## config.mk

```make
export PLATFORM = sky130hd
export DESIGN_NAME = data_mem_ctrl_flat
export DESIGN_NICKNAME = d
export VERILOG_FILES = /design/src/rtl/dmc_pkg.sv /design/src/rtl/data_mem_ctrl_if.sv /design/src/rtl/dmc_lane_align.sv /design/src/rtl/data_mem_ctrl.sv /design/src/flat_wrapper.sv
export SDC_FILE = /design/constraint.sdc
export NUM_CORES = 1
export LEC_CHECK = 0
export ABC_AREA = 1
export CAP_MARGIN = 5
export CORE_MARGIN = 5
export CORE_UTILIZATION = 48
export CTS_CLUSTER_DIAMETER = 150
export DETAILED_ROUTE_END_ITERATION = 6
export PLACE_DENSITY = 0.81
export SLEW_MARGIN = 10
export SYNTH_ARGS = -nofsm -noshare
export SYNTH_HDL_FRONTEND = slang
export SYNTH_SLANG_ARGS = --single-unit
```

## constraint.sdc

```tcl
create_clock -name clk -period 2.6 [get_ports clk]
set_input_delay 0.52 -clock clk [delete_from_list [all_inputs] [get_ports clk]]
set_output_delay 0.52 -clock clk [all_outputs]
set_load 0.1 [all_outputs]
```

## src/rtl/dmc_pkg.sv

```systemverilog
// Shared types for the data memory controller: access size codes, FSM states
// and the alignment rule applied when a request is accepted.
package dmc_pkg;

  typedef enum logic [1:0] {
    SZ_B   = 2'b00,
    SZ_H   = 2'b01,
    SZ_W   = 2'b10,
    SZ_ILL = 2'b11
  } size_e;

  typedef enum logic [1:0] {
    ST_IDLE,
    ST_RD,
    ST_WR,
    ST_RESP
  } state_e;

  // True when the access must be rejected without touching memory.
  function automatic logic access_err(input logic [1:0] size, input logic [1:0] addr_lo);
    logic err;
    case (size)
      SZ_B:    err = 1'b0;
      SZ_H:    err = addr_lo[0];
      SZ_W:    err = (addr_lo != 2'b00);
      default: err = 1'b1;
    endcase
    return err;
  endfunction

endpackage

```

## src/rtl/data_mem_ctrl_if.sv

```systemverilog
// Core-side request/response channel of the data memory controller.
// master = core, slave = controller.
interface dmc_req_if;
  logic        req_valid;
  logic        req_ready;
  logic        req_we;
  logic [31:0] req_addr;
  logic [1:0]  req_size;
  logic        req_unsigned;
  logic [31:0] req_wdata;
  logic        rsp_valid;
  logic [31:0] rsp_rdata;
  logic        rsp_err;

  modport master (
    output req_valid, req_we, req_addr, req_size, req_unsigned, req_wdata,
    input  req_ready, rsp_valid, rsp_rdata, rsp_err
  );

  modport slave (
    input  req_valid, req_we, req_addr, req_size, req_unsigned, req_wdata,
    output req_ready, rsp_valid, rsp_rdata, rsp_err
  );
endinterface

```

## src/rtl/dmc_lane_align.sv

```systemverilog
// Little-endian lane handling: extract/extend a byte or half from a memory word
// for loads, and splice store data into the old word for sub-word stores.
module dmc_lane_align
  import dmc_pkg::*;
(
  input  logic [1:0]  addr_lo,
  input  logic [1:0]  size,
  input  logic        is_unsigned,
  input  logic [31:0] rd_word,
  input  logic [31:0] wdata,
  output logic [31:0] ld_data,
  output logic [31:0] st_word
);

  logic [7:0]  byte_sel;
  logic [15:0] half_sel;
  logic [4:0]  byte_ofs;
  logic [4:0]  half_ofs;

  assign byte_ofs = {addr_lo, 3'b000};
  assign half_ofs = {addr_lo[1], 4'b0000};
  assign byte_sel = rd_word[byte_ofs +: 8];
  assign half_sel = rd_word[half_ofs +: 16];

  always_comb begin
    ld_data = rd_word;
    st_word = rd_word;
    case (size)
      SZ_B: begin
        ld_data = {{24{~is_unsigned & byte_sel[7]}}, byte_sel};
        st_word[byte_ofs +: 8] = wdata[7:0];
      end
      SZ_H: begin
        ld_data = {{16{~is_unsigned & half_sel[15]}}, half_sel};
        st_word[half_ofs +: 16] = wdata[15:0];
      end
      default: begin
        ld_data = rd_word;
        st_word = wdata;
      end
    endcase
  end

endmodule

```

## src/rtl/data_mem_ctrl.sv

```systemverilog
// Load/store controller between the core data port and a word-only synchronous RAM.
// Optional DMC_ERRCNT_EN adds a saturating 16-bit err_count output.
module data_mem_ctrl
  import dmc_pkg::*;
#(
  parameter int ADDR_W      = 9,
  parameter int MEM_LATENCY = 1
) (
  input  logic              clk,
  input  logic              rst,
  dmc_req_if.slave          core,
  output logic              mem_we,
  output logic [ADDR_W-1:0] mem_addr,
  output logic [31:0]       mem_din,
  input  logic [31:0]       mem_dout
`ifdef DMC_ERRCNT_EN
  ,
  output logic [15:0]       err_count
`endif
);

  // state   | meaning
  // IDLE    | req_ready high, waiting for a request
  // RD      | waiting MEM_LATENCY cycles for read data (load or RMW old word)
  // WR      | mem_we high for one cycle
  // RESP    | rsp_valid pulse, back to IDLE next cycle

  localparam int CNT_W = $clog2(MEM_LATENCY + 1);

  state_e             state_q, state_d;
  logic [CNT_W-1:0]   cnt_q, cnt_d;
  logic               we_q, we_d;
  logic [1:0]         size_q, size_d;
  logic [1:0]         addr_lo_q, addr_lo_d;
  logic               uns_q, uns_d;
  logic [31:0]        wdata_q, wdata_d;
  logic [ADDR_W-1:0]  mem_addr_q, mem_addr_d;
  logic               mem_we_q, mem_we_d;
  logic               ready_q, ready_d;
  logic               rsp_valid_q, rsp_valid_d;
  logic [31:0]        rsp_rdata_q, rsp_rdata_d;
  logic               rsp_err_q, rsp_err_d;
  logic [31:0]        ld_data;
  logic [31:0]        st_word;
  logic               unused_addr_hi;

  assign unused_addr_hi = ^core.req_addr[31:ADDR_W+2];

  dmc_lane_align u_align (
    .addr_lo     (addr_lo_q),
    .size        (size_q),
    .is_unsigned (uns_q),
    .rd_word     (mem_dout),
    .wdata       (wdata_q),
    .ld_data     (ld_data),
    .st_word     (st_word)
  );

  always_comb begin
    state_d     = state_q;
    cnt_d       = cnt_q;
    we_d        = we_q;
    size_d      = size_q;
    addr_lo_d   = addr_lo_q;
    uns_d       = uns_q;
    wdata_d     = wdata_q;
    mem_addr_d  = mem_addr_q;
    mem_we_d    = 1'b0;
    ready_d     = ready_q;
    rsp_valid_d = 1'b0;
    rsp_rdata_d = rsp_rdata_q;
    rsp_err_d   = rsp_err_q;

    case (state_q)
      ST_IDLE: begin
        if (core.req_valid) begin
          we_d      = core.req_we;
          size_d    = core.req_size;
          addr_lo_d = core.req_addr[1:0];
          uns_d     = core.req_unsigned;
          wdata_d   = core.req_wdata;
          ready_d   = 1'b0;
          if (access_err(core.req_size, core.req_addr[1:0])) begin
            state_d     = ST_RESP;
            rsp_valid_d = 1'b1;
            rsp_err_d   = 1'b1;
            rsp_rdata_d = '0;
          end else begin
            mem_addr_d = core.req_addr[ADDR_W+1:2];
            if (core.req_we && core.req_size == SZ_W) begin
              state_d  = ST_WR;
              mem_we_d = 1'b1;
            end else begin
              state_d = ST_RD;
              cnt_d   = CNT_W'(MEM_LATENCY);
            end
          end
        end
      end
      ST_RD: begin
        cnt_d = cnt_q - CNT_W'(1);
        // The RMW write cycle coincides with the read data becoming valid;
        // the merged word is formed combinationally from mem_dout in WR.
        if (we_q) begin
          if (cnt_q == CNT_W'(1)) begin
            state_d  = ST_WR;
            mem_we_d = 1'b1;
            cnt_d    = '0;
          end
        end else if (cnt_q == '0) begin
          state_d     = ST_RESP;
          rsp_valid_d = 1'b1;
          rsp_err_d   = 1'b0;
          rsp_rdata_d = ld_data;
          cnt_d       = '0;
        end
      end
      ST_WR: begin
        state_d     = ST_RESP;
        rsp_valid_d = 1'b1;
        rsp_err_d   = 1'b0;
        rsp_rdata_d = '0;
      end
      ST_RESP: begin
        state_d     = ST_IDLE;
        ready_d     = 1'b1;
        rsp_err_d   = 1'b0;
        rsp_rdata_d = '0;
      end
      default: begin
        state_d = ST_IDLE;
        ready_d = 1'b1;
      end
    endcase
  end

  always_ff @(posedge clk or negedge rst) begin
    if (!rst) begin
      state_q     <= ST_IDLE;
      cnt_q       <= '0;
      we_q        <= 1'b0;
      size_q      <= 2'b00;
      addr_lo_q   <= 2'b00;
      uns_q       <= 1'b0;
      wdata_q     <= '0;
      mem_addr_q  <= '0;
      mem_we_q    <= 1'b0;
      ready_q     <= 1'b1;
      rsp_valid_q <= 1'b0;
      rsp_rdata_q <= '0;
      rsp_err_q   <= 1'b0;
    end else begin
      state_q     <= state_d;
      cnt_q       <= cnt_d;
      we_q        <= we_d;
      size_q      <= size_d;
      addr_lo_q   <= addr_lo_d;
      uns_q       <= uns_d;
      wdata_q     <= wdata_d;
      mem_addr_q  <= mem_addr_d;
      mem_we_q    <= mem_we_d;
      ready_q     <= ready_d;
      rsp_valid_q <= rsp_valid_d;
      rsp_rdata_q <= rsp_rdata_d;
      rsp_err_q   <= rsp_err_d;
    end
  end

  assign mem_we         = mem_we_q;
  assign mem_addr       = mem_addr_q;
  assign mem_din        = (state_q == ST_WR && size_q != SZ_W) ? st_word : wdata_q;
  assign core.req_ready = ready_q;
  assign core.rsp_valid = rsp_valid_q;
  assign core.rsp_rdata = rsp_rdata_q;
  assign core.rsp_err   = rsp_err_q;

`ifdef DMC_ERRCNT_EN
  logic [15:0] err_cnt_q, err_cnt_d;

  always_comb begin
    err_cnt_d = err_cnt_q;
    if (rsp_valid_q && rsp_err_q && err_cnt_q != 16'hFFFF) begin
      err_cnt_d = err_cnt_q + 16'd1;
    end
  end

  always_ff @(posedge clk or negedge rst) begin
    if (!rst) begin
      err_cnt_q <= '0;
    end else begin
      err_cnt_q <= err_cnt_d;
    end
  end

  assign err_count = err_cnt_q;
`endif

endmodule

```

## src/flat_wrapper.sv

```systemverilog
// flat-port wrapper written by rule: the top's interface ports become plain ports
module data_mem_ctrl_flat import dmc_pkg::*;
#(
  parameter int ADDR_W      = 9,
  parameter int MEM_LATENCY = 1
)
  (clk, rst, mem_we, mem_addr, mem_din, mem_dout, core_req_valid, core_req_we, core_req_addr, core_req_size, core_req_unsigned, core_req_wdata, core_req_ready, core_rsp_valid, core_rsp_rdata, core_rsp_err);
  dmc_req_if core_i ();
  input  logic clk;
  input  logic rst;
  output logic mem_we;
  output logic [ADDR_W-1:0] mem_addr;
  output logic [31:0] mem_din;
  input  logic [31:0] mem_dout;
  input wire logic [$bits(core_i.req_valid)-1:0] core_req_valid;
  input wire logic [$bits(core_i.req_we)-1:0] core_req_we;
  input wire logic [$bits(core_i.req_addr)-1:0] core_req_addr;
  input wire logic [$bits(core_i.req_size)-1:0] core_req_size;
  input wire logic [$bits(core_i.req_unsigned)-1:0] core_req_unsigned;
  input wire logic [$bits(core_i.req_wdata)-1:0] core_req_wdata;
  output wire logic [$bits(core_i.req_ready)-1:0] core_req_ready;
  output wire logic [$bits(core_i.rsp_valid)-1:0] core_rsp_valid;
  output wire logic [$bits(core_i.rsp_rdata)-1:0] core_rsp_rdata;
  output wire logic [$bits(core_i.rsp_err)-1:0] core_rsp_err;
  assign core_i.req_valid = core_req_valid;
  assign core_i.req_we = core_req_we;
  assign core_i.req_addr = core_req_addr;
  assign core_i.req_size = core_req_size;
  assign core_i.req_unsigned = core_req_unsigned;
  assign core_i.req_wdata = core_req_wdata;
  assign core_req_ready = core_i.req_ready;
  assign core_rsp_valid = core_i.rsp_valid;
  assign core_rsp_rdata = core_i.rsp_rdata;
  assign core_rsp_err = core_i.rsp_err;
  data_mem_ctrl #(.ADDR_W(ADDR_W), .MEM_LATENCY(MEM_LATENCY)) u_core (.clk(clk), .rst(rst), .core(core_i), .mem_we(mem_we), .mem_addr(mem_addr), .mem_din(mem_din), .mem_dout(mem_dout));
endmodule
```

# == Yosys cells after proc, flatten, opt, wreduce, memory -nomap -nowiden ==
# Index checks and enable logic that the tools add are counted.
# op_classes
multipliers,0
n_reduce_logical,15
n_div,0
bitwise,4
muxes,45
magnitude_cmp,0
shift,6
n_addsub,3
n_eq_ne,15
# ops
cell,count
32-bit two-way mux,5
32-bit case mux with 2 select lines,2
32-bit case mux with 3 select lines,1
32-bit bitwise mux,2
16-bit by 7-bit variable shift with 32-bit output (first input constant),1
8-bit by 7-bit variable shift with 32-bit output (first input constant),1
16-bit by 7-bit variable part select with 32-bit output,1
32-bit by 6-bit variable part select with 16-bit output,1
32-bit by 6-bit variable part select with 8-bit output,1
8-bit by 7-bit variable part select with 32-bit output,1
1-bit two-way mux,22
5-bit negation with 7-bit output,2
2-bit two-way mux,6
2-bit != test (second input constant),6
1-bit case mux with 3 select lines,3
2-bit case mux with 4 select lines,1
4-bit AND reduction,2
2-bit by 1-bit == test with 1-bit output (second input constant),3
2-bit == test (second input constant),3
2-bit zero test,3
1-bit case mux with 2 select lines,3
3-bit AND reduction,2
2-bit nonzero test,3
2-bit AND reduction,2
8 further kinds,11
# word_totals
input_bits,103
n_memories,0
rom_bits,0
latchBits,0
register_bits,86
elab_cells,101
mem_bits_rw,0

# == Logic depth before layout (Yosys ltp) ==
# Gate-level depths: netlist of the first run.
# depth
ltp_word,7
depth_mapped,14

# == Modules after synthesis ==
# A second synthesis of the first run with hierarchy kept.
# hier_totals
hier_cells,946
hier_area_um2,5975.7
# modules_own_cells
module,cells_per_inst,instances,seq_area_each_um2,area_per_inst_um2
data_mem_ctrl,540,1,2153.3,4181.5
dmc_lane_align,406,1,0.0,1794.2

# == Worst setup path after synthesis of the first run ==
# OpenSTA, ideal clock, no wires.
# synth_timing
path_type,reg-to-output
from,register u_core.addr_lo_q[1]
to,output port mem_din[1]
n_path_buf,5
path_slack_ns,-0.399
t_arrival_ns,2.479
path_stages_with_launch,15
cell_sequence,dfrtp_1 buf_6 inv_2 buf_4 buf_2 ha_1 buf_2 inv_1 buf_2 nand3_1 nand2_1 o211ai_1 nand2_1 nand2_1 nand2_1
# synth_between
elab_chain_cells,5
word_cells_on_any_way,10
# synth_rtl
element,line_no,text
"start, declared",data_mem_ctrl.sv:34,"logic [1:0] addr_lo_q, addr_lo_d;"
"start signal, assigned",data_mem_ctrl.sv:157,addr_lo_q <= addr_lo_d;
5-bit negation with 7-bit output (on tied branches),"dmc_lane_align.sv:35, dmc_lane_align.sv:31",
"16-bit by 7-bit variable part select with 32-bit output, or another cell as far along",dmc_lane_align.sv:35,st_word[half_ofs +: 16] = wdata[15:0];
32-bit bitwise mux (on tied branches),"dmc_lane_align.sv:35, dmc_lane_align.sv:31",
32-bit case mux with 2 select lines (*),dmc_lane_align.sv:28,case (size)
32-bit two-way mux (*),data_mem_ctrl.sv:171,assign mem_din = (state_q == ST_WR && size_q != SZ_W) ? st_word : wdata_q;
"end, declared",flat_wrapper.sv:13,output logic [31:0] mem_din;
# Every way passes the cells marked *; elsewhere a longest branch is shown, timed or not.

# == Final worst setup path of the first run ==
# layout_timing
from,register u_core.addr_lo_q[1]
to,output port mem_din[16]
# The elaborated chain is that of the path after synthesis.

==> out/results.tsv, run 1 <==
stage	metric	value	unit
global_route	first_global_vias	6072	
clocking	cts_tree	built	
global_route	grt-ovfl-total	0	
routing	wl_met1	8260	µm
floorplanning	core	12100	µm²
synthesis	yosysMostFrequentCell	nand2_1	
placed_design	gp_congestion	1.02	
floorplanning	row_count	40	
synthesis	synth_edf_count	0	
routing	top_layer_used	met4	
setup_path	crit_fanout	9	
routing	routed_wl	19700	µm
global_route	grt_pass1_wl	31100	µm
timing	min_period_over_period	0.979	
synthesis	mappedNetlistArea	5960	µm²
layout	syn_to_final_growth	44.1	%
flow_run	maxCapViolations	0	
synthesis	ys_top_cells_by_area	dfrtp_1 36%, nand2_1 27%, o21ai_0 7.6%, a21oi_1 6.1%, inv_1 4.1%	
routing	wire_per_inst	15.5	µm
layout	n_fill_cell	1050	
worst_hold_path	min_path_type	input port to asynchronous set/reset pin	
setup_path	arrival	2020	ps
clocking	cts_buffer_depth	2	
floorplanning	die_height	121	µm
synthesis	syn_avg_cell_area	6.28	µm²
routing	dr.pass1.iters	5	
placed_design	dpl-instance-area	8030	µm²
synthesis	syn_nets	1060	
run_status	status	complete, no violations	
global_route	grt_max_degree	59	
layout	fin_area	8580	µm²
routing	drc	0	
timing	holdWs	102	ps
synthesis	synthCells	948	
timing	maxSlewHeadroom	0.720	
synthesis	seq_area_frac_synth	0.362	
floorplanning	start_util	0.492	
global_route	antenna_found_initial	0	
clocking	cts_buffers	9	
layout	multi_input_area	3470	µm²
floorplanning	dieWidth	121	µm
clocking	path_clk_slew	70	ps
clocking	cts_htree_levels	3	
routing	ant_nets	0	
layout	seq_area	2160	µm²
synthesis	synth_commonest_cells	431 x nand2_1, 91 x o21ai_0, 85 x dfrtp_1	
routing	drt_iter0_drc	898	
clocking	root_buffer	clkbuf_16	
layout	finalNonFillerCells	1276	
synthesis	yosysWarnings	0	
layout	diodes	0	
setup_path	critPathCaptureType	primary output	
placed_design	hpwl	14600	µm
clocking	clk_latency	350	ps
timing	hold_viol	0	
placed_design	dp.cells	1245	
clocking	cts.sinks	86	
placed_design	port_buffers	158	
synthesis	synth.distinct_cells	28	
routing	via_per_inst	5.27	
setup_path	cp_data_required_time	2080	ps
routing	vias	6723	
floorplanning	top_level_ports	180	
timing	period_minus_slack	2540	ps
synthesis	synth-main-ff-cell	dfrtp_1	
timing	timing.fmax	0.393	GHz
layout	fin_nets	1215	
timing	fin_skew	8.46	ps
setup_path	critPathKind	flop to primary output	
timing	finalSetupViolCount	0	
layout	drive_gt1_frac	0.182	
floorplanning	dieArea	14700	µm²
synthesis	yosysTopAreaCellShare	0.357	
setup_path	reg2reg_depth	10	
synthesis	synth_top_area_cell	dfrtp_1	
setup_path	start_kind	flop	
timing	rsz0062_at_grt	yes	
synthesis	synthArstFlopShare	1.00	
synthesis	synth-seq-cells	86	
timing	tightest_slew	419	ps
routing	wl_met3	1950	µm
routing	wl_met2	9110	µm
global_route	grtUsageTotal	0.264	
timing	slew_violations	0	
final timing paths:
| check | startpoint | end | slack, ps |
|---|---|---|---|
| min in group clk | u_core.wdata_q[21] | u_core.wdata_q[21] | 480 |
| hold / removal | rst | u_core.wdata_q[3] | 100 |
| setup / recovery | u_core.addr_lo_q[1] | mem_din[16] | 60 |
| setup reg to reg | u_core.state_q[0] | u_core.core.rsp_rdata[6] | 620 |
| hold reg to reg | u_core.wdata_q[21] | u_core.wdata_q[21] | 480 |
| max in group asynchronous | rst | u_core.core.req_ready | 1820 |
per-layer routing:
metal  vias to the layer above  GRT usage
met5                         -          0
met3                        38     0.0611
li1                       3290          -
met1                      3070      0.370
met4                         0     0.0784
met2                       325      0.407
state kept, by name, summed over array words and instances, names as in the netlist, 2 cells and up:
name,flops
u_core.core.rsp_rdata,32
u_core.wdata_q,32
u_core.mem_addr,9
u_core.addr_lo_q,2
u_core.size_q,2
u_core.state_q,2
cells by family (layout without fill, tap and decap cells):
| group | count (synthesis) | after routing | synth area share |
|---|---|---|---|
| adder cells (fa/ha/maj) | 9 | 9 | 0.0189 |
| buffers and inverters | 127 | 287 | 0.101 |
| AND/OR/NAND/NOR | 523 | 523 | 0.344 |
| AO/OA/AOI/OAI | 203 | 203 | 0.174 |
| flip-flops | 86 | 86 | 0.362 |
area by class of cell:
| cell class | instances | area share |
|---|---|---|
| well taps | 168 | 0.0245 |
| flip-flops and latches | 86 | 0.251 |
| clock buffers | 12 | 0.0287 |
| clock inverters | 4 | 0.00642 |
| multi-input cells | 735 | 0.404 |
| repair buffers | 198 | 0.251 |
| inverters | 72 | 0.0325 |
| repair inverters | 1 | 0.000875 |
critical path, stage by stage, from the launching register on:
cell and delay (ps):
dfrtp_1 440, inv_4 90, ha_4 290, buf_8 120, nand2_4 90, o21ai_0 180
nand2_1 80, nand2_1 70, nand2_1 60, nand2_2 80, buf_12 170
through the flow:
stage          TNS [ps]  utilization  setup slack (ps)
6_report              0        0.708              55.2
5_1_grt            -239        0.708             -63.0
4_1_cts               0        0.691             0.266
3_5_place_dp          0        0.663               230
3_3_place_gp          0        0.663               251
2_1_floorplan     -94.5            -             -94.5
timing repair:
action | CTS | global route
resized for setup | 7 | 42
hold buffers | 0 | 0
setup buffers | 3 | 11
gates cloned | 0 | 1
pin swaps | 0 | 2
endpoints found under the setup margin | 30 | 31
placed cells by master (no fill, tap or decap), drive strengths merged:
master,netlist,layout
clkinv,0,1
nand2,434,434
nand4,3,3
clkbuf,12,12
nor2,64,64
o31ai,1,1
buf,43,118
o21ai,126,126
clkinvlp,0,3
a21oi,73,73
dfstp,1,1
inv,72,72
nand3,20,20
clkdlybuf4s50,0,80
bufinv,0,1
nor3,2,2
dfrtp,85,85
ha,9,9
o211ai,3,3
Power of run 1 is not shown: default switching activity piles up to over one toggle a cycle in this logic, so the estimate is an artifact.
==> inputs of run 2 (changes only) <==
Clock period 2.6 ns to 2.4 ns, I/O delays scaled along.
==> out/results.tsv, run 2 (same netlist as run 1, synthesis figures left out) <==
stage	metric	value	unit	change
placed_design	gp_congestion	0.983		was 1.02
routing	vias	6742		was 6723
placed_design	hpwl	14500	µm	was 14600 µm
setup_path	rr_endpoint	u_core.core.rsp_rdata[6]		unchanged
setup_path	startpoint	u_core.addr_lo_q[1]		unchanged
layout	diodes	0		unchanged
global_route	grtUsageTotal	0.276		was 0.264
clocking	cts_buffer_depth	2		unchanged
routing	ant_nets	0		unchanged
global_route	grtUsageMet1	0.364		was 0.370
timing	holdWs	148	ps	was 102 ps
routing	wire_per_inst	15.8	µm	was 15.5 µm
floorplanning	row_count	40		unchanged
timing	timing.fmax	0.404	GHz	
setup_path	cp_data_required_time	1920	ps	was 2080 ps
layout	n_fill_cell	987		was 1050
routing	via_per_inst	5.27		about the same
routing	drc	0		unchanged
layout	finalNonFillerCells	1280		was 1276
layout	fin_nets	1219		was 1215
global_route	grt_pass1_wl	32000	µm	was 31100 µm
setup_path	critPathCaptureType	primary output		unchanged
global_route	met2_usage	0.430		was 0.407
global_route	first_global_vias	6318		was 6072
setup_path	arrival	1990	ps	was 2020 ps
floorplanning	core	12100	µm²	unchanged
setup_path	rr_startpoint	u_core.state_q[0]		unchanged
global_route	grt_max_degree	47		was 59
global_route	use_met3	0.0769		was 0.0611
layout	multi_input_area	3720	µm²	was 3470 µm²
worst_hold_path	min_path_type	input port to asynchronous set/reset pin		unchanged
floorplanning	die_height	121	µm	unchanged
flow_run	maxCapViolations	0		unchanged
layout	drive_gt1_frac	0.207		was 0.182
timing	maxSlewHeadroom	0.587		was 0.720
placed_design	dp.cells	1251		was 1245
routing	dr.pass1.iters	6		was 5
clocking	root_buffer	clkbuf_16		unchanged
routing	drt_iter0_drc	741		was 898
timing	tightest_slew	619	ps	was 419 ps
setup_path	critPathKind	flop to primary output		unchanged
timing	finalSetupViolCount	27		was 0
setup_path	crit_fanout	8		was 9
floorplanning	start_util	0.492		unchanged
timing	rsz0062_at_grt	yes		unchanged
run_status	violations	negative setup slack		
layout	layout_commonest_cell	nand2_1		unchanged
global_route	antenna_found_initial	0		unchanged
timing	hold_viol	0		unchanged
timing	timing.final.ws_setup	-72.9	ps	was 55.2 ps
clocking	cts_htree_levels	3		unchanged
global_route	grt-ovfl-total	0		unchanged
timing	slew_violations	0		unchanged
placed_design	port_buffers	158		unchanged
clocking	cts.sinks	86		unchanged
timing	min_period_over_period	1.03		
setup_path	reg2reg_depth	11		was 10
setup_path	critical_path.endpoint	mem_din[9]		was mem_din[16]
run_status	status	finished, violations left		was complete, no violations
placed_design	pre_cts_slack	-13.6	ps	was 230 ps
floorplanning	dieWidth	121	µm	unchanged
clocking	cts_tree	built		unchanged
clocking	cts_buffers	9		unchanged
floorplanning	dieArea	14700	µm²	unchanged
timing	period_minus_slack	2470	ps	
global_route	top_usage_layer	met2		unchanged
timing	fin_skew	11.0	ps	was 8.46 ps
setup_path	reg2reg_slack	270	ps	was 620 ps
clocking	path_clk_slew	70	ps	about the same
routing	routed_wl	20200	µm	was 19700 µm
clocking	clk_latency	350	ps	about the same
layout	syn_to_final_growth	51.2	%	was 44.1%
layout	layout_common_cells	378 x nand2_1, 83 x dfrtp_1, 80 x clkdlybuf4s50_1		was 396 x nand2_1, 83 x dfrtp_1, 80 x clkdlybuf4s50_1
layout	seq_area	2160	µm²	unchanged
setup_path	start_kind	flop		unchanged
floorplanning	top_level_ports	180		unchanged
==> run 2: cell count changes in the layout (fill, tap and decap cells not counted), sizes merged <==
cell,previous run,this run
clkbuf,12,10
bufinv,1,2
bufbuf,0,1
buf,118,121
inv,72,73
==> run 2: final cells by class <==
cell class	count	area share
Timing Repair inverter	1	0.000834
Multi-Input combinational cell	735	0.414
Tap cell	168	0.0233
Clock inverter	6	0.0104
Clock buffer	10	0.0254
Sequential cell	86	0.239
Timing Repair Buffer	202	0.255
Inverter	72	0.0315
==> run 2: metrics by stage <==
stage	area, µm²	setup TNS (ps)	utilization
2_1_floorplan	6350	0	-
3_3_place_gp	8330	0	0.688
3_5_place_dp	8330	-13.6	0.688
4_1_cts	8960	-781	0.740
5_1_grt	9000	-4040	0.743
6_report	9000	-940	0.743
==> run 2: what timing repair did <==
item / 4_1_cts / 5_1_grt
gates cloned: 4 / 0
gates resized for setup: 59 / 13
pin swaps: 1 / 0
buffers inserted: 8 / 1
hold buffers: 0 / 0
setup endpoints to repair: 32 / 32
endpoints found under the hold margin: 0 / 0
==> run 2: worst min path at each step <==
stage	from	end	slack (ps)	cells after the start
6_report	rst	u_core.core.rsp_rdata[23]	150	1
5_1_grt	rst	u_core.core.rsp_rdata[27]	190	1
2_1_floorplan	rst	u_core.addr_lo_q[0]	180	0
3_3_place_gp	u_core.wdata_q[16]	u_core.wdata_q[16]	460	2
4_1_cts	rst	u_core.core.rsp_rdata[27]	150	1
3_5_place_dp	u_core.wdata_q[21]	u_core.wdata_q[21]	470	2
==> run 2: routing by layer <==
layer,wire (µm),up-vias
met5,0,-
met4,515,0
met3,2140,45
met2,9290,329
met1,8260,3062
li1,-,3306
==> run 2: critical path: stages (launching register included) <==
cell	delay, ps
dfrtp_2	450
inv_4	120
ha_4	180
clkinvlp_4	160
nand3_1	160
o21ai_1	90
nand2_1	80
nand2_1	70
nand2_2	110
nand2_8	60
buf_12	160
Power of run 2 is left out for the same reason.
==> inputs of run 3 (changes only) <==
Settings changed: HOLD_SLACK_MARGIN from default to 0.05, REMOVE_ABC_BUFFERS from default to 1.
==> out/results.tsv, run 3 (same netlist as run 1, synthesis figures left out) <==
stage	metric	value	unit	change
run_status	status	finished, violations left		unchanged
run_status	violations	negative setup slack		unchanged
clocking	clk_latency	360	ps	was 350 ps
global_route	grtUsageTotal	0.261		was 0.276
placed_design	dpl-instance-area	7930	µm²	was 8330 µm²
setup_path	arrival	2000	ps	was 1990 ps
layout	layout_commonest_cell	nand2_1		unchanged
timing	period_minus_slack	2480	ps	was 2470 ps
floorplanning	start_util	0.492		unchanged
floorplanning	dieWidth	121	µm	unchanged
clocking	path_clk_slew	70	ps	about the same
clocking	cts_htree_levels	3		unchanged
layout	finalNonFillerCells	1285		was 1280
clocking	cts_buffers	9		unchanged
timing	finalSetupViolCount	26		was 27
placed_design	port_buffers	158		unchanged
setup_path	critPathKind	flop to primary output		unchanged
floorplanning	die_height	121	µm	unchanged
placed_design	dp.cells	1251		unchanged
global_route	grt_max_degree	61		was 47
global_route	first_global_vias	6097		was 6318
clocking	ctsHoldBuffers	0		unchanged
placed_design	hpwl	13600	µm	was 14500 µm
timing	rsz0062_at_grt	yes		unchanged
global_route	antenna_found_initial	0		unchanged
clocking	root_buffer	clkbuf_16		unchanged
floorplanning	row_count	40		unchanged
setup_path	reg2reg_depth	11		unchanged
layout	drive_gt1_frac	0.209		was 0.207
layout	syn_to_final_growth	46.3	%	was 51.2%
worst_hold_path	min_path_type	input port to asynchronous set/reset pin		unchanged
global_route	grt-ovfl-total	0		unchanged
routing	vias	6836		was 6742
placed_design	pre_cts_slack	103	ps	was -13.6 ps
timing	min_period_over_period	1.03		about the same
placed_design	gp_congestion	0.942		was 0.983
timing	hold_viol	0		unchanged
clocking	cts_tree	built		unchanged
routing	dr.pass1.iters	6		unchanged
routing	drt_iter0_drc	754		was 741
layout	layout_common_cells	392 x nand2_1, 82 x dfrtp_1, 80 x clkdlybuf4s50_1, 80 x buf_4, 69 x a21oi_1		was 378 x nand2_1, 83 x dfrtp_1, 80 x clkdlybuf4s50_1
timing	slew_violations	0		unchanged
setup_path	critPathCaptureType	primary output		unchanged
timing	tns	-679	ps	was -940 ps
setup_path	cp_data_required_time	1920	ps	about the same
global_route	grt_pass1_wl	30800	µm	was 32000 µm
timing	maxSlewHeadroom	0.722		was 0.587
setup_path	start_kind	flop		unchanged
layout	fin_area	8720	µm²	was 9000 µm²
floorplanning	top_level_ports	180		unchanged
setup_path	crit_fanout	8		unchanged
clocking	cts_buffer_depth	2		unchanged
clocking	cts.sinks	86		unchanged
routing	ant_nets	0		unchanged
floorplanning	core	12100	µm²	unchanged
routing	via_per_inst	5.32		was 5.27
routing	drc	0		unchanged
timing	fin_skew	10.7	ps	was 11.0 ps
floorplanning	dieArea	14700	µm²	unchanged
timing	timing.final.ws_setup	-79.1	ps	was -72.9 ps
routing	routed_wl	20400	µm	was 20200 µm
layout	diodes	0		unchanged
timing	tightest_slew	412	ps	was 619 ps
flow_run	maxCapViolations	0		unchanged
layout	fin_nets	1225		was 1219
routing	wire_per_inst	15.8	µm	about the same
timing	timing.fmax	0.403	GHz	was 0.404 GHz
==> run 3: cell count changes in the layout (fill, tap and decap cells not counted), sizes merged <==
cell      previous run  this run
bufbuf               1         0
inv                 73        72
buf                121       125
clkbuf              10        15
clkinvlp             3         2
bufinv               2         1
==> run 3: routing by layer <==
metal | vias to the layer above | wire length, µm | global-route usage
met4 | 0 | 809 | 0.0952
met2 | 384 | 9280 | 0.403
li1 | 3327 | - | -
met3 | 68 | 2010 | 0.0429
met5 | - | 0 | 0
met1 | 3057 | 8250 | 0.367
==> run 3: worst max-delay path, stage by stage, from the launching register on <==
cell and delay [ps]:
dfrtp_1 440, inv_4 100, ha_4 310, inv_4 50
buf_8 130, o21ai_2 120, nand2_1 70, nand2_1 70
nand2_1 60, nand2_2 100, buf_12 180
==> run 3: path summary, 6_finish.rpt <==
kind                                startpoint                       end  slack (ps)
setup / recovery           u_core.addr_lo_q[0]                mem_din[9]         -80
hold / removal                             rst        u_core.wdata_q[22]          60
setup reg to reg             u_core.state_q[0]  u_core.core.rsp_rdata[2]         410
hold reg to reg             u_core.wdata_q[22]        u_core.wdata_q[22]         480
max in group asynchronous                  rst     u_core.core.req_ready        1710
min in group clk            u_core.wdata_q[22]        u_core.wdata_q[22]         480
==> run 3: area by class of cell <==
class	instances	area (µm²)
fillers	991	3400
inverters	72	285
clock inverters	3	42.5
well taps	168	210
repair buffers	208	2310
clock buffers	12	267
multi-input cells	735	3430
flip-flops and latches	86	2160
repair inverters	1	7.51
==> run 3: what timing repair did <==
action / in CTS / in global routing
setup buffers: 3 / 10
endpoints found under the setup margin: 32 / 32
gates resized for setup: 38 / 82
pin swaps: 0 / 12
cloned: 1 / 5
==> run 3: metrics by stage <==
step                hold slack (ps)   util
detailed placement              445  0.655
CTS                            74.4  0.689
floorplan                       184      -
global route                    102  0.720
finish                         55.3  0.720
global placement                444  0.655
Power of run 3 is left out for the same reason.
